<file path="config.mk">
export PLATFORM = sky130hd
export DESIGN_NAME = cp0_reg
export DESIGN_NICKNAME = d
export VERILOG_FILES = /design/src/rtl/cp0_reg.sv
export SDC_FILE = /design/constraint.sdc
export NUM_CORES = 1
export LEC_CHECK = 0
export ABC_AREA = 0
export BUFFER_PORTS_ARGS = -buffer_cell sky130_fd_sc_hd__buf_2
export CORE_AREA = 4 4 144 146
export CTS_BUF_LIST = sky130_fd_sc_hd__clkbuf_2
export DETAILED_ROUTE_END_ITERATION = 10
export DIE_AREA = 0 0 148 150
export PLACE_DENSITY = 0.8
export SYNTH_ARGS = -nofsm -noshare
export SYNTH_HDL_FRONTEND = slang
export SYNTH_SLANG_ARGS = --single-unit
export TNS_END_PERCENT = 10
</file>
<file path="constraint.sdc">
create_clock -name clk -period 3.68 [get_ports clk]
set_clock_uncertainty 0.15 [all_clocks]
set_input_delay 0 -clock clk [delete_from_list [all_inputs] [get_ports clk]]
set_output_delay 0 -clock clk [all_outputs]
set_load 0.01 [all_outputs]
</file>
<file path="src/rtl/cp0_reg.sv">
// Coprocessor-0 register file: Count/Compare timer, Status, Cause, EPC, PRId, Config.
// Exception state is captured from the MEM stage; MFC0 reads are combinational with MTC0 bypass.
module cp0_reg #(
  parameter logic [31:0] PRID_VALUE   = 32'h004c0102,
  parameter logic [31:0] CONFIG_VALUE = 32'h00008000
) (
  input  logic        clk,
  input  logic        rst,
  input  logic        we_i,
  input  logic [4:0]  waddr_i,
  input  logic [31:0] data_i,
  input  logic [4:0]  raddr_i,
  input  logic [5:0]  int_i,
  input  logic [31:0] excepttype_i,
  input  logic [31:0] current_inst_addr_i,
  input  logic        is_in_delayslot_i,
  output logic [31:0] data_o,
  output logic [31:0] count_o,
  output logic [31:0] compare_o,
  output logic [31:0] status_o,
  output logic [31:0] cause_o,
  output logic [31:0] epc_o,
  output logic [31:0] config_o,
  output logic [31:0] prid_o,
  output logic        timer_int_o
);

  localparam logic [4:0]  REG_COUNT   = 5'd9;
  localparam logic [4:0]  REG_COMPARE = 5'd11;
  localparam logic [4:0]  REG_STATUS  = 5'd12;
  localparam logic [4:0]  REG_CAUSE   = 5'd13;
  localparam logic [4:0]  REG_EPC     = 5'd14;
  localparam logic [4:0]  REG_PRID    = 5'd15;
  localparam logic [4:0]  REG_CONFIG  = 5'd16;
  localparam logic [31:0] STATUS_RST  = 32'h10000000;

  logic [31:0] count_q, count_d;
  logic [31:0] compare_q, compare_d;
  logic [31:0] status_q, status_d;
  logic [31:0] cause_q, cause_d;
  logic [31:0] epc_q, epc_d;
  logic        timer_int_q, timer_int_d;
  logic [31:0] fault_epc_s;

  // Software may only touch IV, WP and the two software interrupt bits of Cause.
  function automatic logic [31:0] cause_merge(input logic [31:0] old_v, input logic [31:0] wr_v);
    logic [31:0] res;
    res       = old_v;
    res[23:22] = wr_v[23:22];
    res[9:8]   = wr_v[9:8];
    return res;
  endfunction

  assign fault_epc_s = is_in_delayslot_i ? (current_inst_addr_i - 32'd4) : current_inst_addr_i;

  // Next-state: timer and interrupt sampling, then MTC0, then exception overrides.
  always_comb begin
    count_d     = count_q + 32'd1;
    compare_d   = compare_q;
    status_d    = status_q;
    cause_d     = cause_q;
    epc_d       = epc_q;
    timer_int_d = timer_int_q;
    cause_d[15:10] = int_i;

    if ((compare_q != 32'd0) && (count_q == compare_q)) begin
      timer_int_d = 1'b1;
    end else begin
      timer_int_d = timer_int_q;
    end

    if (we_i) begin
      case (waddr_i)
        REG_COUNT:   count_d = data_i;
        REG_COMPARE: begin
          compare_d   = data_i;
          timer_int_d = 1'b0;
        end
        REG_STATUS:  status_d = data_i;
        REG_EPC:     epc_d = data_i;
        REG_CAUSE:   cause_d = cause_merge(cause_d, data_i);
        default:     count_d = count_d;
      endcase
    end else begin
      count_d = count_d;
    end

    case (excepttype_i)
      32'h00000001: begin
        epc_d         = fault_epc_s;
        cause_d[31]   = is_in_delayslot_i;
        status_d[1]   = 1'b1;
        cause_d[6:2]  = 5'b00000;
      end
      32'h00000008, 32'h0000000a, 32'h0000000c, 32'h0000000d: begin
        // A nested exception keeps the EPC/BD of the outer one.
        if (status_q[1] == 1'b0) begin
          epc_d       = fault_epc_s;
          cause_d[31] = is_in_delayslot_i;
        end else begin
          epc_d = epc_d;
        end
        status_d[1]  = 1'b1;
        cause_d[6:2] = excepttype_i[4:0];
      end
      32'h0000000e: status_d[1] = 1'b0;
      default:      status_d = status_d;
    endcase
  end

  // State registers.
  always_ff @(posedge clk or negedge rst) begin
    if (!rst) begin
      count_q     <= 32'd0;
      compare_q   <= 32'd0;
      status_q    <= STATUS_RST;
      cause_q     <= 32'd0;
      epc_q       <= 32'd0;
      timer_int_q <= 1'b0;
    end else begin
      count_q     <= count_d;
      compare_q   <= compare_d;
      status_q    <= status_d;
      cause_q     <= cause_d;
      epc_q       <= epc_d;
      timer_int_q <= timer_int_d;
    end
  end

  // MFC0 read with bypass of the same-cycle MTC0 (exception updates are not bypassed).
  always_comb begin
    case (raddr_i)
      REG_COUNT:   data_o = count_q;
      REG_COMPARE: data_o = compare_q;
      REG_STATUS:  data_o = status_q;
      REG_CAUSE:   data_o = cause_q;
      REG_EPC:     data_o = epc_q;
      REG_PRID:    data_o = PRID_VALUE;
      REG_CONFIG:  data_o = CONFIG_VALUE;
      default:     data_o = 32'd0;
    endcase
    if (we_i && (waddr_i == raddr_i)) begin
      case (waddr_i)
        REG_COUNT, REG_COMPARE, REG_STATUS, REG_EPC: data_o = data_i;
        REG_CAUSE: data_o = cause_merge(cause_q, data_i);
        default:   data_o = data_o;
      endcase
    end else begin
      data_o = data_o;
    end
  end

  assign count_o     = count_q;
  assign compare_o   = compare_q;
  assign status_o    = status_q;
  assign cause_o     = cause_q;
  assign epc_o       = epc_q;
  assign timer_int_o = timer_int_q;
  assign config_o    = CONFIG_VALUE;
  assign prid_o      = PRID_VALUE;

endmodule

</file>
## After elaboration in Yosys (flattened, before gate mapping)

Cells that the tools add are included.

| storage, ports and cells | value |
|---|---|
| output and inout port bits | 257 |
| memory bits (read-only) | 0 |
| bits in latches | 0 |
| memories kept | 0 |
| register bits | 145 |
| bits in writable memories | 0 |
| logic and storage cells | 64 |

| cells by class | value |
|---|---|
| $lt $le $gt $ge | 0 |
| eq/ne operators | 20 |
| reductions and logical operators | 13 |
| add/sub/neg operators | 2 |
| bitwise operators | 0 |
| div/mod/pow operators | 0 |
| mux-type cells | 20 |
| shifts and indexed selects | 0 |
| multipliers | 0 |

Operator list:

| kind | count |
|---|---|
| $mux W32 | 7 |
| $pmux W32 S7 | 1 |
| $eq A32 B4 Y1 const B | 5 |
| $pmux W32 S2 | 2 |
| $eq A5 B4 Y1 const B | 11 |
| $add A32 B1 Y32 const B | 1 |
| $eq A32 B1 Y1 const B | 1 |
| $eq A32 B32 Y1 | 1 |
| $reduce_bool A32 Y1 | 1 |
| $sub A32 B3 Y32 const B | 1 |
| $pmux W5 S2 | 1 |
| $reduce_and A2 Y1 | 4 |
| $reduce_or A4 Y1 | 2 |
| $mux W7 | 1 |
| $reduce_bool A3 Y1 | 2 |
| $eq A5 B5 Y1 | 1 |
| $eq A5 B5 Y1 const B | 1 |
| $reduce_or A5 Y1 | 1 |
| $mux W1 | 4 |
| $mux W2 | 2 |
| $pmux W1 S2 | 2 |
| $logic_and A1 B1 Y1 | 2 |
| $reduce_bool A2 Y1 | 1 |

## Depth between registers and ports, before layout

Gate-level depths: netlist of run 1.

| logic depth | value |
|---|---|
| depth in word-level cells | 5 |
| gate-level depth with buffers | 8 |
| gate-level depth less buffers | 7 |

## Worst setup path before layout of run 1

No wires, ideal clock.

| path | value |
|---|---|
| kind | register to register |
| from | register count_q[0], in the netlist count_o[0] |
| to | register count_q[28], in the netlist count_o[28] |
| cell stages (with the launch flop) | 7 |
| required time | 3.453 ns |
| arrival | 1.655 ns |
| setup slack | 1.798 ns |
| buffers on the path | 0 |
| setup time | 0.077 ns |
| period minus slack after synthesis | 1.882 ns |
| cell sequence | dfrtp_1 ha_1 nand2_1 nor3_2 nand4_1 xor2_1 a21oi_1 |

| on the way | value |
|---|---|
| cells in the longest elaborated chain, start to end | 3 |

RTL lines:

| item | line | RTL |
|---|---|---|
| from (decl) | 37 | `logic [31:0] count_q, count_d;` |
| from (signal assigned) | 121 | `count_q <= count_d;` |
| $add A32 B1 Y32 * | 58 | `count_d = count_q + 32'd1;` |
| $mux W32 | 73 | `case (waddr_i)` |
| $mux W32 * | 72 | `if (we_i) begin` |
| net count_d[28] | 37 |  |

The timed path passes the listed nets; every way through them passes the cells marked *.
A chain may end at the register's enable or synchronous reset.

## Worst setup path after layout of run 1

| path | value |
|---|---|
| from | input port excepttype_i[19] |
| to | register epc_q[25], in the netlist epc_o[25] |

| on the way | value |
|---|---|
| cells in the longest elaborated chain, start to end | 3 |

RTL lines:

| item | line | RTL |
|---|---|---|
| from (decl) | 14 | `input logic [31:0] excepttype_i,` |
| $eq A32 B4 Y1 | 88 | `case (excepttype_i)` |
| $reduce_or A4 Y1 | 88 |  |
| $pmux W32 S2 * | 88 |  |
| net epc_d[25] | 41 | `logic [31:0] epc_q, epc_d;` |
| to (signal assigned) | 125 | `epc_q <= epc_d;` |
| to (decl) | 41 |  |

Marks and branches as above.

==> results of run 1 <==
[kinds of logic (layout without fill, tap and decap cells)]
logic type / after synthesis / in the layout / synth area share, %
xor gates and xnor gates: 94 / 94 / 8.84
DFF: 145 / 145 / 38.6
other: 2 / 82 / 0.0799
adders and majority gates: 2 / 2 / 0.266
buffers and inverters: 142 / 574 / 9.49
AOI/OAI and AO/OA: 183 / 183 / 13.1
muxes: 140 / 140 / 15.9
and+or+nand+nor: 220 / 220 / 13.7
[worst max path at each step]
stage | start | slack, ns | endpoint | depth (start not counted)
floorplan | count_o[0]$_DFF_PN0_ | 1.80 | count_o[28]$_DFF_PN0_ | 6
global placement | excepttype_i[23] | 1.36 | epc_o[29]$_DFF_PN0_ | 7
detailed placement | excepttype_i[23] | 1.23 | epc_o[28]$_DFF_PN0_ | 7
CTS | excepttype_i[19] | 0.25 | epc_o[29]$_DFF_PN0_ | 11
global route | excepttype_i[19] | 0.01 | epc_o[18]$_DFF_PN0_ | 11
finish | excepttype_i[19] | 0.04 | epc_o[25]$_DFF_PN0_ | 11
[layout make-up]
class | instances | area, um2
timing repair buffer | 535 | 3890
inverter | 7 | 26.3
fill | 1476 | 6100
clock buffer | 17 | 85.1
tap | 265 | 332
antenna | 2 | 5.00
multi-input combinational | 719 | 5190
sequential | 145 | 3630
clock inverter | 15 | 134
[flip-flops by register name (all words and copies together), names as in the netlist]
| signal | flops |
|---|---|
| cause_o | 16 |
| compare_o | 32 |
| count_o | 32 |
| epc_o | 32 |
| status_o | 32 |
| timer_int_o | 1 |
[synth_stat cells, drive strengths merged (2+ instances only)]
library cell / instances
o31ai: 2
a21o: 13
inv: 7
o41ai: 2
nand3: 19
xnor2: 55
buf: 111
nand4: 31
o22ai: 3
mux2i: 63
clkbuf: 24
a22oi: 50
nor3b: 3
a31oi: 2
and3: 9
nand2: 31
and2: 5
nor2: 50
nor4: 26
o21ai: 19
and4bb: 3
nand3b: 3
nand2b: 4
nor2b: 5
or4: 3
xor2: 39
a21oi: 64
ha: 2
and4: 5
a221o: 12
o21a: 2
a22o: 3
nor3: 17
conb: 2
mux2: 77
dfrtp: 144
a221oi: 4
[worst min-delay path, stage by stage]
cell and delay, ns:
dlygate4sd3_1 0.55, buf_2 0.16, mux2i_1 0.09, mux2i_1 0.13
[power by group through the flow]
stage,Sequential (mW),Combinational (mW),Clock [mW]
2_1_floorplan,2.50,0.868,0
3_3_place_gp,2.52,1.64,0
3_5_place_dp,2.54,1.68,0
4_1_cts,2.51,1.94,0.902
5_1_grt,2.59,2.12,0.984
6_report,2.55,1.99,0.896
[metrics by stage]
stage	setup WS [ns]	utilization (%)	area, um2	std cells
4_1_cts	0.247	68.5	13300	1702
5_1_grt	0.0122	68.6	13300	1705
2_1_floorplan	1.80	-	9700	1006
3_5_place_dp	1.23	55.5	10800	1442
6_report	0.0375	68.6	13300	1705
3_3_place_gp	1.36	55.5	10800	1442
[layer usage]
metal | vias up | routed length (um) | global-route usage (%)
met5 | - | 27 | 0
met4 | 4 | 1880 | 14.5
met3 | 147 | 4530 | 9.33
met2 | 758 | 17000 | 50.9
met1 | 4756 | 14600 | 44.4
li1 | 4250 | - | -
[timing repair]
action / in CTS / in global routing
hold endpoints to repair: 290 / 1
hold buffers: 228 / 1
endpoints found under the setup margin: 0 / 1
buffers inserted: 0 / 0
resized for setup: 0 / 1
==> impl_metrics.py, run 1 <==
metrics = {
    "worst_setup_path": {
        "rr_startpoint": "count_o[0]$_DFF_PN0_",
        "required_ns": 4.27,
        "reg2reg_depth": 7,
        "end_kind": "flip-flop",
        "cp_slowest_cell": "dlygate4sd3_1",
        "cp_top_family": "buffers and inverters",
        "ff2ff_setup_slack_ns": 0.88,
        "cp_max_fo": 19,
        "path_cells": "dlygate4sd3_1, buf_2, nor4_1, dlygate4sd3_1, nand3_1, dlygate4sd3_1, nor2_1, and2_2, buf_4, mux2i_1, dlygate4sd3_1",
        "critPathLaunchType": "input port",
        "crit_type": "input port to flip-flop",
        "crit_top_cell": "dlygate4sd3_1",
        "worstReg2RegEnd": "count_o[12]$_DFF_PN0_",
        "cpPeakStageDelay_ns": 0.60,
        "worst-path-buf-inv": 6,
        "arrival_ns": 4.23,
    },
    "finish": {
        "drive_above_1_share_pct": 30.6,
        "final_cell_mix": "291 x buf_2, 228 x dlygate4sd3_1, 144 x dfrtp_1",
        "nets": 1543,
        "area_delta_synth_final_pct": 41.5,
        "layout_commonest_cell": "buf_2",
    },
    "clock_network": {
        "clk_latency_ns": 0.75,
        "cts_tree": "done",
        "cts_buffers": 17,
        "cts_buffer_depth": 2,
        "root_buffer": "clkbuf_2",
        "clock_sinks": 145,
        "cts-htree-levels": 4,
        "path_clk_slew_ns": 0.27,
    },
    "sta": {
        "fmax_mhz": 275,
        "rsz0062_at_grt": "no",
        "fin_setup_tns_ns": 0,
        "hold_slack_ns": 0.0754,
        "setup_viol": 0,
        "slew_viol_final": 0,
        "min_period_ns": 3.64,
        "worst_pin_slew_ns": 1.13,
        "fin_crit_sh_pct": 99.0,
        "finalHoldViolations": 0,
        "slew_headroom_pct": 24.7,
    },
    "pwr": {
        "pwr-share-clk_pct": 16.5,
        "switchingPower_mw": 2.25,
        "p_sw_share_pct": 41.5,
        "p_leak_nw": 5.99,
        "seqPwrFrac_pct": 46.9,
        "p_int_mw": 3.18,
        "power.share.combinational_pct": 36.6,
        "power_density_mw_per_mm2": 408,
        "peakVddDrop_mv": 0.221,
        "p_total_mw": 5.43,
    },
    "routing": {
        "vias": 9915,
        "drt_iter0_markers": 1316,
        "routedWlPerCell_um": 22.3,
        "wirelength_um": 38000,
        "vias_per_cell": 5.82,
        "dr.pass1.iters": 7,
        "drc": 0,
        "final_antenna_net_count": 0,
    },
    "grt": {
        "grt_usage_pct": 33.3,
        "grt_pass1_vias": 9626,
        "antenna_found_initial": 5,
        "grt_first_pass_wirelength_um": 56900,
        "gr-total-overflow": 0,
        "grt_max_degree": 92,
    },
    "yosys": {
        "yosys_register_bits": 145,
        "synth-edff-count": 0,
        "synth_top_area_share_pct": 38.3,
        "syn_area_mm2": 0.00940,
        "synth.avg_cell_area_um2": 10.1,
        "ys.warnings.count": 0,
        "synthCells": 928,
        "synthArstFlopShare_pct": 100,
        "synthDistinctLibCells": 65,
        "synth_top_cell_by_area": "dfrtp_1",
        "ys_top_cells_by_area": "dfrtp_1 38%, mux2_2 9.2%, mux2i_1 6.7%",
        "synth_flop_cell": "dfrtp_1",
        "yosysSeqAreaShare_pct": 38.6,
    },
    "die": {
        "start_util_pct": 48.5,
        "pin_count": 373,
        "die_w_um": 148,
        "core_area_mm2": 0.0194,
        "fp.dieH_um": 150,
        "die-area_mm2": 0.0222,
        "rows": 51,
    },
    "min_path": {
        "hold_path_class": "input port to flip-flop",
        "hold_path_end": "epc_o[19]$_DFF_PN0_",
        "hold_depth": 4,
        "hold_start": "data_i[19]",
    },
    "placed_design": {
        "io_buffers": 292,
        "place.gp.congestion": 0.952,
        "dp_hpwl_um": 26100,
    },
    "run_status": {
        "status": "complete, no violations",
    },
    "job": {
        "cap_violations": 0,
    },
}
No activity file was read; power rests on OpenSTA's default activity.
==> inputs of run 2 (changes only) <==
- ABC_CLOCK_PERIOD_IN_PS: unset -> 3680
- PLACE_DENSITY: 0.8 -> 0.89
==> run 2 against run 1 <==
Effect of this change:
- first-iteration DRC count increased by 29%
- sequential power about the same
- fmax increased by 2.0%
- largest cell class unchanged
- highest routed layer unchanged
==> impl_metrics.py, run 2 (synthesized netlist as in run 1, its figures left out) <==
metrics = {
    "run_status": {
        "status": "complete, no violations",
    },
    "finish": {
        "final_cell_mix": "291 x buf_2, 217 x dlygate4sd3_1, 144 x dfrtp_1",
        "fillCellCount": 1402,
        "final_cell_area_mm2": 0.0133,
        "drive_above_1_share_pct": 31.0,
        "area_delta_synth_final_pct": 41.0,
        "nets": 1535,
        "layout_commonest_cell": "buf_2",
    },
    "pwr": {
        "peakVddDrop_mv": 0.204,
        "power_density_mw_per_mm2": 423,
        "switchingPower_mw": 2.26,
        "power.share.combinational_pct": 35.7,
        "pwr-share-clk_pct": 18.8,
        "p_int_mw": 3.35,
        "p_leak_nw": 5.98,
        "seqPwrFrac_pct": 45.5,
        "p_sw_share_pct": 40.3,
    },
    "routing": {
        "final_antenna_net_count": 0,
        "vias_per_cell": 6.01,
        "drt_iter0_markers": 1695,
        "drc": 0,
        "dr.pass1.iters": 7,
        "routedWlPerCell_um": 24.1,
        "vias": 10200,
        "wirelength_um": 40800,
    },
    "worst_setup_path": {
        "crit_top_cell": "dlygate4sd3_1",
        "end_kind": "flip-flop",
        "arrival_ns": 4.13,
        "reg2reg_depth": 6,
        "required_ns": 4.24,
        "worstSetupPathDepth": 11,
        "ff2ff_setup_slack_ns": 1.03,
        "cp_slowest_cell": "dlygate4sd3_1",
        "cp_top_family": "buffers and inverters",
        "path_cells": "dlygate4sd3_1, buf_2, nor4_1, dlygate4sd3_1, nand3_1, dlygate4sd3_1, nor2_1, and2_4, buf_4, mux2i_1, dlygate4sd3_1",
        "cp_max_fo": 18,
        "crit_type": "input port to flip-flop",
        "cpPeakStageDelay_ns": 0.61,
        "worst-path-buf-inv": 6,
        "critPathLaunchType": "input port",
    },
    "clock_network": {
        "cts_tree": "done",
        "clk_latency_ns": 0.76,
        "path_clk_slew_ns": 0.22,
        "cts-htree-levels": 4,
        "cts_buffer_depth": 2,
        "cts_buffers": 17,
        "clock_sinks": 145,
        "root_buffer": "clkbuf_2",
    },
    "sta": {
        "slew_viol_final": 0,
        "setup_viol": 0,
        "slew_headroom_pct": 44.4,
        "worst_pin_slew_ns": 0.831,
        "min_period_ns": 3.57,
        "rsz0062_at_grt": "no",
        "fmax_mhz": 280,
        "fin_crit_sh_pct": 97.1,
        "fin_setup_tns_ns": 0,
        "finalHoldViolations": 0,
    },
    "placed_design": {
        "io_buffers": 292,
        "dp_hpwl_um": 26500,
        "place.gp.congestion": 0.994,
        "place_area_mm2": 0.0108,
    },
    "die": {
        "die-area_mm2": 0.0222,
        "pin_count": 373,
        "fp.dieH_um": 150,
        "core_area_mm2": 0.0194,
        "start_util_pct": 48.5,
        "rows": 51,
        "die_w_um": 148,
    },
    "grt": {
        "gr-total-overflow": 0,
        "grt_first_pass_wirelength_um": 59800,
        "antenna_found_initial": 5,
        "grt_pass1_vias": 9716,
        "grt_max_degree": 95,
        "grt_usage_pct": 35.4,
    },
    "job": {
        "cap_violations": 0,
    },
    "min_path": {
        "hold_depth": 6,
        "hold_path_class": "input port to flip-flop",
    },
}
run 2: cell types whose count changed in the layout (fill, tap and decap cells not counted), moves of 2 or more:
cell and change:
clkinv_4 -3, clkinv_1 +2, bufinv_16 +3, dlygate4sd3_1 -11, inv_6 -4, buf_4 +4
clkbuf_2 +2
run 2: layout make-up:
cell class	count	area, um2	area share [%]
antenna	2	5.00	0.0378
clock buffer	19	95.1	0.717
clock inverter	13	168	1.26
inverter	7	26.3	0.198
multi-input combinational	719	5210	39.3
sequential	145	3630	27.4
tap	265	332	2.50
timing repair buffer	527	3790	28.6
run 2: worst register-to-register path: stages, from the launching register on:
cell,delay (ns)
dfrtp_1,0.48
o21a_1,0.20
o22ai_1,0.16
and2_4,0.38
buf_4,0.39
mux2i_1,0.26
dlygate4sd3_1,0.59
run 2: stage by stage:
step | std cells | utilization, % | total power [mW] | setup slack, ns | hold WS [ns]
3_3_place_gp | 1445 | 55.6 | 4.16 | 1.41 | -0.0417
6_report | 1697 | 68.3 | 5.61 | 0.108 | 0.0107
4_1_cts | 1695 | 68.3 | 5.47 | 0.247 | 0.00264
5_1_grt | 1697 | 68.3 | 5.81 | 0.0317 | 0.0107
2_1_floorplan | 1006 | - | 3.37 | 1.80 | -0.446
3_5_place_dp | 1445 | 55.6 | 4.21 | 1.31 | -0.0399
run 2: what timing repair did:
action / 4_1_cts / 5_1_grt
gates resized for setup: 0 / 3
setup endpoints to repair: 0 / 7
endpoints found under the hold margin: 289 / 0
buffers inserted: 0 / 0
hold buffers: 218 / 0
run 2: layer usage:
metal / part of all wire [%] / routed length [um] / track usage (%) / up-vias
met2: 46 / 18800 / 55.1 / 882
li1: - / - / - / 4239
met5: 0.11 / 46 / 0 / -
met3: 13 / 5230 / 10.8 / 172
met1: 36 / 14900 / 45.4 / 4908
met4: 4.7 / 1920 / 15.9 / 6
run 2: power by group through the flow:
stage | combinational [mW] | clock (mW) | sequential (mW)
2_1_floorplan | 0.868 | 0 | 2.50
3_3_place_gp | 1.64 | 0 | 2.52
3_5_place_dp | 1.68 | 0 | 2.53
4_1_cts | 1.93 | 1.04 | 2.50
5_1_grt | 2.12 | 1.11 | 2.58
6_report | 2.00 | 1.05 | 2.55
run 2: final timing paths:
| kind | from | to |
|---|---|---|
| max | excepttype_i[19] | epc_o[22]$_DFF_PN0_ |
| min | excepttype_i[16] | cause_o[31]$_DFFE_PN0P_ |
| max reg2reg | status_o[1]$_DFFE_PN0P_ | epc_o[22]$_DFF_PN0_ |
| min reg2reg | timer_int_o$_DFF_PN0_ | timer_int_o$_DFF_PN0_ |
| max in group asynchronous | rst | cause_o[9]$_DFFE_PN0P_ |
| min in group asynchronous | rst | count_o[21]$_DFF_PN0_ |
